## src/rtl/serial_tx_pkg.sv

```systemverilog
// Shared types and constants for the serial "101" pattern transmitter.
// The PARITY state exists only when TX_PARITY_EN is defined.
package serial_tx_pkg;

    localparam logic [2:0] DETECT_PATTERN = 3'b101;

`ifdef TX_PARITY_EN
    typedef enum logic [1:0] {IDLE, SHIFT, PARITY} tx_state_t;
`else
    typedef enum logic [1:0] {IDLE, SHIFT} tx_state_t;
`endif

    function automatic int len_width(input int width);
        return $clog2(width + 1);
    endfunction

endpackage

```

## src/rtl/serial_pattern_tx_if.sv

```systemverilog
// Parallel word load channel (valid/ready) feeding serial_pattern_tx.
interface serial_pattern_tx_if
    import serial_tx_pkg::*;
#(
    parameter int WIDTH = 8
);
    localparam int LEN_W = len_width(WIDTH);

    logic [WIDTH-1:0] load_data;
    logic [LEN_W-1:0] load_len;
    logic             load_valid;
    logic             load_ready;

    modport master (
        output load_data,
        output load_len,
        output load_valid,
        input  load_ready
    );

    modport slave (
        input  load_data,
        input  load_len,
        input  load_valid,
        output load_ready
    );

endinterface

```

## src/rtl/seq101_tracker.sv

```systemverilog
// Golden overlapping "101" detector: flags the completing bit and keeps a
// saturating detection count. Also usable standalone as a scoreboard.
module seq101_tracker
    import serial_tx_pkg::*;
#(
    parameter int CNT_W = 8
)
(
    input  logic             clk,
    input  logic             reset,
    input  logic             bit_valid,
    input  logic             bit_in,
    input  logic             det_clr,
    output logic             expect_det,
    output logic [CNT_W-1:0] det_count
);

    logic [1:0] hist;

    assign expect_det = bit_valid && ({hist, bit_in} == DETECT_PATTERN);

    // Any cycle without a stream bit breaks the pattern history.
    always_ff @(posedge clk or negedge reset) begin
        if (!reset) begin
            hist <= '0;
        end else if (bit_valid) begin
            hist <= {hist[0], bit_in};
        end else begin
            hist <= '0;
        end
    end

    always_ff @(posedge clk or negedge reset) begin
        if (!reset) begin
            det_count <= '0;
        end else if (det_clr) begin
            det_count <= '0;
        end else if (expect_det && (det_count != {CNT_W{1'b1}})) begin
            det_count <= det_count + CNT_W'(1);
        end
    end

endmodule

```

## src/rtl/serial_pattern_tx.sv

```systemverilog
// Serial MSB-first bit-stream transmitter with a built-in golden "101" tracker.
// Define TX_PARITY_EN to append an even-parity bit after each word.
module serial_pattern_tx
    import serial_tx_pkg::*;
#(
    parameter int WIDTH = 8,
    parameter int CNT_W = 8
)
(
    input  logic                clk,
    input  logic                reset,
    serial_pattern_tx_if.slave  load,
    input  logic                det_clr,
    output logic                out,
    output logic                out_valid,
    output logic                expect_det,
    output logic [CNT_W-1:0]    det_count,
    output logic                busy,
    output logic                done
);

    localparam int LEN_W = len_width(WIDTH);

    tx_state_t        state, state_next;
    logic [WIDTH-1:0] shreg, shreg_next;
    logic [LEN_W-1:0] rem, rem_next;
    logic             out_next;
    logic [LEN_W-1:0] eff_len;
    logic [WIDTH-1:0] aligned;
    logic             last;
    logic             ready;
    logic             accept;
`ifdef TX_PARITY_EN
    logic             par, par_next;
`endif

    assign eff_len = (load.load_len > LEN_W'(WIDTH)) ? LEN_W'(WIDTH) : load.load_len;
    // Left-align the used bits so the first bit to send sits at the MSB.
    assign aligned = load.load_data << (LEN_W'(WIDTH) - eff_len);

`ifdef TX_PARITY_EN
    assign last = (state == PARITY);
`else
    assign last = (state == SHIFT) && (rem == LEN_W'(1));
`endif

    assign ready           = (state == IDLE) || last;
    assign load.load_ready = ready;
    assign accept          = load.load_valid && ready;

    assign out_valid = (state != IDLE);
    assign busy      = (state != IDLE);
    assign done      = last;

    // Next-state and datapath: a load wins, otherwise keep shifting or go idle.
    always_comb begin
        state_next = state;
        out_next   = 1'b0;
        shreg_next = shreg;
        rem_next   = rem;
`ifdef TX_PARITY_EN
        par_next   = par;
`endif
        if (accept && (eff_len != '0)) begin
            state_next = SHIFT;
            out_next   = aligned[WIDTH-1];
            shreg_next = aligned << 1;
            rem_next   = eff_len;
`ifdef TX_PARITY_EN
            par_next   = ^aligned;
`endif
        end else if ((state == IDLE) || last) begin
            state_next = IDLE;
            shreg_next = '0;
            rem_next   = '0;
        end else begin
            out_next   = shreg[WIDTH-1];
            shreg_next = shreg << 1;
            rem_next   = rem - LEN_W'(1);
`ifdef TX_PARITY_EN
            if (rem == LEN_W'(1)) begin
                state_next = PARITY;
                out_next   = par;
            end
`endif
        end
    end

    always_ff @(posedge clk or negedge reset) begin
        if (!reset) begin
            state <= IDLE;
            out   <= 1'b0;
            shreg <= '0;
            rem   <= '0;
`ifdef TX_PARITY_EN
            par   <= 1'b0;
`endif
        end else begin
            state <= state_next;
            out   <= out_next;
            shreg <= shreg_next;
            rem   <= rem_next;
`ifdef TX_PARITY_EN
            par   <= par_next;
`endif
        end
    end

    seq101_tracker #(
        .CNT_W (CNT_W)
    ) u_tracker (
        .clk        (clk),
        .reset      (reset),
        .bit_valid  (out_valid),
        .bit_in     (out),
        .det_clr    (det_clr),
        .expect_det (expect_det),
        .det_count  (det_count)
    );

endmodule

```

## src/flat_wrapper.sv

```systemverilog
// flat-port wrapper written by rule: the top's interface ports become plain ports
module serial_pattern_tx_flat import serial_tx_pkg::*;
#(
    parameter int WIDTH = 8,
    parameter int CNT_W = 8
)
  (clk, reset, det_clr, out, out_valid, expect_det, det_count, busy, done, load_load_data, load_load_len, load_load_valid, load_load_ready);
  serial_pattern_tx_if #(.WIDTH(WIDTH)) load_i ();
  input  logic clk;
  input  logic reset;
  input  logic det_clr;
  output logic out;
  output logic out_valid;
  output logic expect_det;
  output logic [CNT_W-1:0] det_count;
  output logic busy;
  output logic done;
  input wire logic [$bits(load_i.load_data)-1:0] load_load_data;
  input wire logic [$bits(load_i.load_len)-1:0] load_load_len;
  input wire logic [$bits(load_i.load_valid)-1:0] load_load_valid;
  output wire logic [$bits(load_i.load_ready)-1:0] load_load_ready;
  assign load_i.load_data = load_load_data;
  assign load_i.load_len = load_load_len;
  assign load_i.load_valid = load_load_valid;
  assign load_load_ready = load_i.load_ready;
  serial_pattern_tx #(.WIDTH(WIDTH), .CNT_W(CNT_W)) u_core (.clk(clk), .reset(reset), .load(load_i), .det_clr(det_clr), .out(out), .out_valid(out_valid), .expect_det(expect_det), .det_count(det_count), .busy(busy), .done(done));
endmodule
```

## config.mk

```make
export PLATFORM = sky130hd
export DESIGN_NAME = serial_pattern_tx_flat
export DESIGN_NICKNAME = d
export VERILOG_FILES = /design/src/rtl/serial_tx_pkg.sv /design/src/rtl/serial_pattern_tx_if.sv /design/src/rtl/seq101_tracker.sv /design/src/rtl/serial_pattern_tx.sv /design/src/flat_wrapper.sv
export SDC_FILE = /design/constraint.sdc
export NUM_CORES = 1
export LEC_CHECK = 0
export CORE_MARGIN = 2
export CORE_UTILIZATION = 50
export DETAILED_ROUTE_END_ITERATION = 8
export DONT_BUFFER_PORTS = 1
export SLEW_MARGIN = 20
export SYNTH_ARGS = -nofsm -noshare
export SYNTH_HDL_FRONTEND = slang
export SYNTH_SLANG_ARGS = --single-unit
```

## constraint.sdc

```tcl
create_clock -name clk -period 2.2 [get_ports clk]
set_clock_uncertainty 0.05 [all_clocks]
set_input_delay 0 -clock clk [delete_from_list [all_inputs] [get_ports clk]]
set_output_delay 0 -clock clk [all_outputs]
set_load 0.02 [all_outputs]
```

==> flow_summary.json <==
{
  "routedWlPerCell_um": 14.3,
  "finalWorstSetupSlack_ns": 0.154,
  "place_inst": 160,
  "gr-total-overflow": 0,
  "core_area_mm2": 0.00250,
  "startpoint": "load_load_len[1]",
  "crit_top_cell": "dlygate4sd3_1",
  "post-dp-hpwl_mm": 1.90,
  "clockBufferDepth": 2,
  "grt_pass1_wl_mm": 4.46,
  "drv_slew": 0,
  "via_count": 1006,
  "slowest_stage": "dlygate4sd3_1",
  "cp.arrival_ns": 2.20,
  "antenna_found_initial": 0,
  "n_fill_cell": 228,
  "min-delay-start": "load_load_len[1]",
  "syn-num-nets": 150,
  "wirelength_mm": 2.56,
  "drtAntennaViolNets": 0,
  "dr.pass1.iters": 4,
  "cts.sinks": 23,
  "syn_area_mm2": 0.00133,
  "die_height_um": 55.6,
  "clock_latency_ns": 0.30,
  "start_util_pct": 53.3,
  "cts_root_buf": "clkbuf_4",
  "synth-seq-cells": 23,
  "hp-class": "in2reg",
  "vias_per_cell": 5.62,
  "max-vdd-ir-drop_uv": 603,
  "design_area_mm2": 0.00155,
  "h-tree-depth": 1,
  "critical-path-max-stage-delay_ns": 0.55,
  "slew_headroom_pct": 67.4,
  "end_kind": "register",
  "worst_pin_slew_ns": 0.490,
  "ys.flop_type": "dfrtp_1",
  "clkTransAtPathRegs_ns": 0.11,
  "critical_path_class": "in2reg",
  "cp_max_fo": 10,
  "utilization_pct": 61.9,
  "route.detailed.drc": 0,
  "area_growth_pct": 16.1,
  "place.gp.congestion": 0.811,
  "layout_worst_path_cycle_share_pct": 93.0,
  "crit_required_ns": 2.35,
  "power_density_mw_per_mm2": 827,
  "drv.max_cap_violation_count": 0,
  "r2r-start": "u_core.rem[2]$_DFF_PN0_",
  "seq_area_frac_synth_pct": 43.2,
  "syn_inst": 130,
  "setup_violations": 0,
  "cts_tree": "built",
  "ys_warn_count": 0,
  "grt_pass1_vias": 955,
  "grt_use_total_pct": 18.5,
  "drive_gt1_share_pct": 13.4,
  "synth_cell_types": 40,
  "layout.nets": 170,
  "finalHoldViolations": 0,
  "synth-edff-count": 0,
  "leakagePower_nw": 0.666,
  "cts_buffers": 3,
  "fin_tns_setup_ns": 0,
  "pre_cts_ws_ns": 0.418,
  "instances_no_fill": 179,
  "die-width_um": 55.6,
  "synth_area_per_cell_um2": 10.3,
  "finalCriticalPeriod_ns": 2.05,
  "pin_count": 30,
  "crit_chain": "dlygate4sd3_1 -> nand2b_1 -> ha_1 -> xnor2_4 -> nand3b_1 -> dlygate4sd3_1 -> o2bb2ai_1 -> o21ai_1",
  "port_buffers": 0,
  "outcome": "complete, no violations",
  "dieArea_mm2": 0.00309,
  "grt_max_degree": 24,
  "fmax_mhz": 489,
  "cts_setup_buffers": 0,
  "antenna_cells": 0,
  "async_flop_share_pct": 100,
  "place_area_mm2": 0.00137,
  "rsz0062_at_grt": "false",
  "critPathLaunchType": "input pin",
  "rows": 18,
  "drt_iter0_drc": 19
}
==> stage by stage <==
stage | hold slack (ns) | power (W)
after floorplan | -0.346 | 0.000970
after global placement | -0.345 | 0.00106
after detailed placement | -0.345 | 0.00107
after CTS | 0.0559 | 0.00129
after global routing | 0.0765 | 0.00139
final | 0.0402 | 0.00128
==> flip-flops by register name (all words and copies together) (netlist names) <==
signal                      cells
u_core.state                    1
u_core.out                      1
u_core.u_tracker.hist           2
u_core.u_tracker.det_count      8
u_core.rem                      4
u_core.shreg                    7
==> worst paths after layout <==
kind	to	slack [ns]	cells after the start
worst max-delay path	u_core.shreg[7]$_DFF_PN0_	0.15	8
worst min-delay path	u_core.shreg[7]$_DFF_PN0_	0.04	4
worst max register to register	u_core.shreg[1]$_DFF_PN0_	0.25	6
worst min register to register	u_core.shreg[6]$_DFF_PN0_	0.42	2
max in group asynchronous	u_core.u_tracker.det_count[5]$_DFFE_PN0P_	1.63	2
min in group asynchronous	u_core.u_tracker.det_count[4]$_DFFE_PN0P_	0.15	2
==> cell type report <==
| type | count | area (um^2) | share of cell area, % |
|---|---|---|---|
| sequential | 23 | 576 | 37.2 |
| clock buffer | 4 | 26.3 | 1.70 |
| multi-input combinational | 97 | 706 | 45.6 |
| timing repair buffer | 19 | 175 | 11.3 |
| tap | 30 | 37.5 | 2.43 |
| inverter | 6 | 26.3 | 1.70 |
==> routing by layer <==
layer  wire (um)  track usage [%]  vias up
met3          95             4.65        8
met5           0                0        -
met4          53             6.62        0
met2        1240             28.9       23
met1        1170             24.8      472
li1            -                -      503
==> power breakdown <==
part	leakage (nW)	internal (W)	switching, W
clock	0.0150	0.0000707	0.000115
sequential	0.308	0.000520	0.0000653
combinational	0.343	0.000216	0.000292
total	0.666	0.000807	0.000472
==> worst max-delay path: cells and delay by family <==
kind | cells | cell delay (ns)
AND/OR/NAND/NOR | 2 | 0.25
buffers and inverters | 2 | 1.08
adder cells (fa/ha/maj) | 1 | 0.31
XOR/XNOR | 1 | 0.39
AO/OA/AOI/OAI | 2 | 0.18
==> placed cells by master (no fill, tap or decap), types with 5 or more instances in the layout <==
cell type and count:
dfrtp_1 23, nand2_1 14, dlygate4sd3_1 14, nor2_1 10, mux2i_1 8, nand3_1 7
o21ai_0 5
==> synth_stat cells, types with 2 or more instances <==
| master | n | area, um^2 |
|---|---|---|
| nor3_1 | 4 | 20.0 |
| and2_1 | 4 | 25.0 |
| nor2b_2 | 2 | 17.5 |
| ha_1 | 4 | 50.1 |
| nand4_1 | 2 | 12.5 |
| mux2i_1 | 8 | 80.1 |
| nand2_1 | 14 | 52.6 |
| nand3_1 | 7 | 35.0 |
| a22o_1 | 2 | 17.5 |
| inv_1 | 4 | 15.0 |
| o22ai_1 | 2 | 12.5 |
| xnor2_1 | 4 | 35.0 |
| dfrtp_1 | 23 | 576 |
| xor2_1 | 4 | 35.0 |
| mux4_2 | 2 | 45.0 |
| o21ai_1 | 3 | 15.0 |
| and3_1 | 2 | 12.5 |
| a21oi_1 | 3 | 15.0 |
| o21ai_0 | 6 | 30.0 |
| nor2_1 | 10 | 37.5 |
==> what timing repair did <==
| action | CTS | global route |
|---|---|---|
| gates resized for setup | 0 | 2 |
| hold buffers | 14 | 1 |
| hold endpoints to repair | 44 | 23 |
| endpoints found under the setup margin | 0 | 1 |
==> kinds of logic after synthesis <==
kind of cell	synth area share, %
AO/OA/AOI/OAI	11.4
XOR/XNOR	7.32
adder cells (fa/ha/maj)	3.76
buffers and inverters	3.85
flip-flops	43.2
multiplexers	10.5
AND/OR/NAND/NOR	20.0
Power figures use the tool's default switching activity.
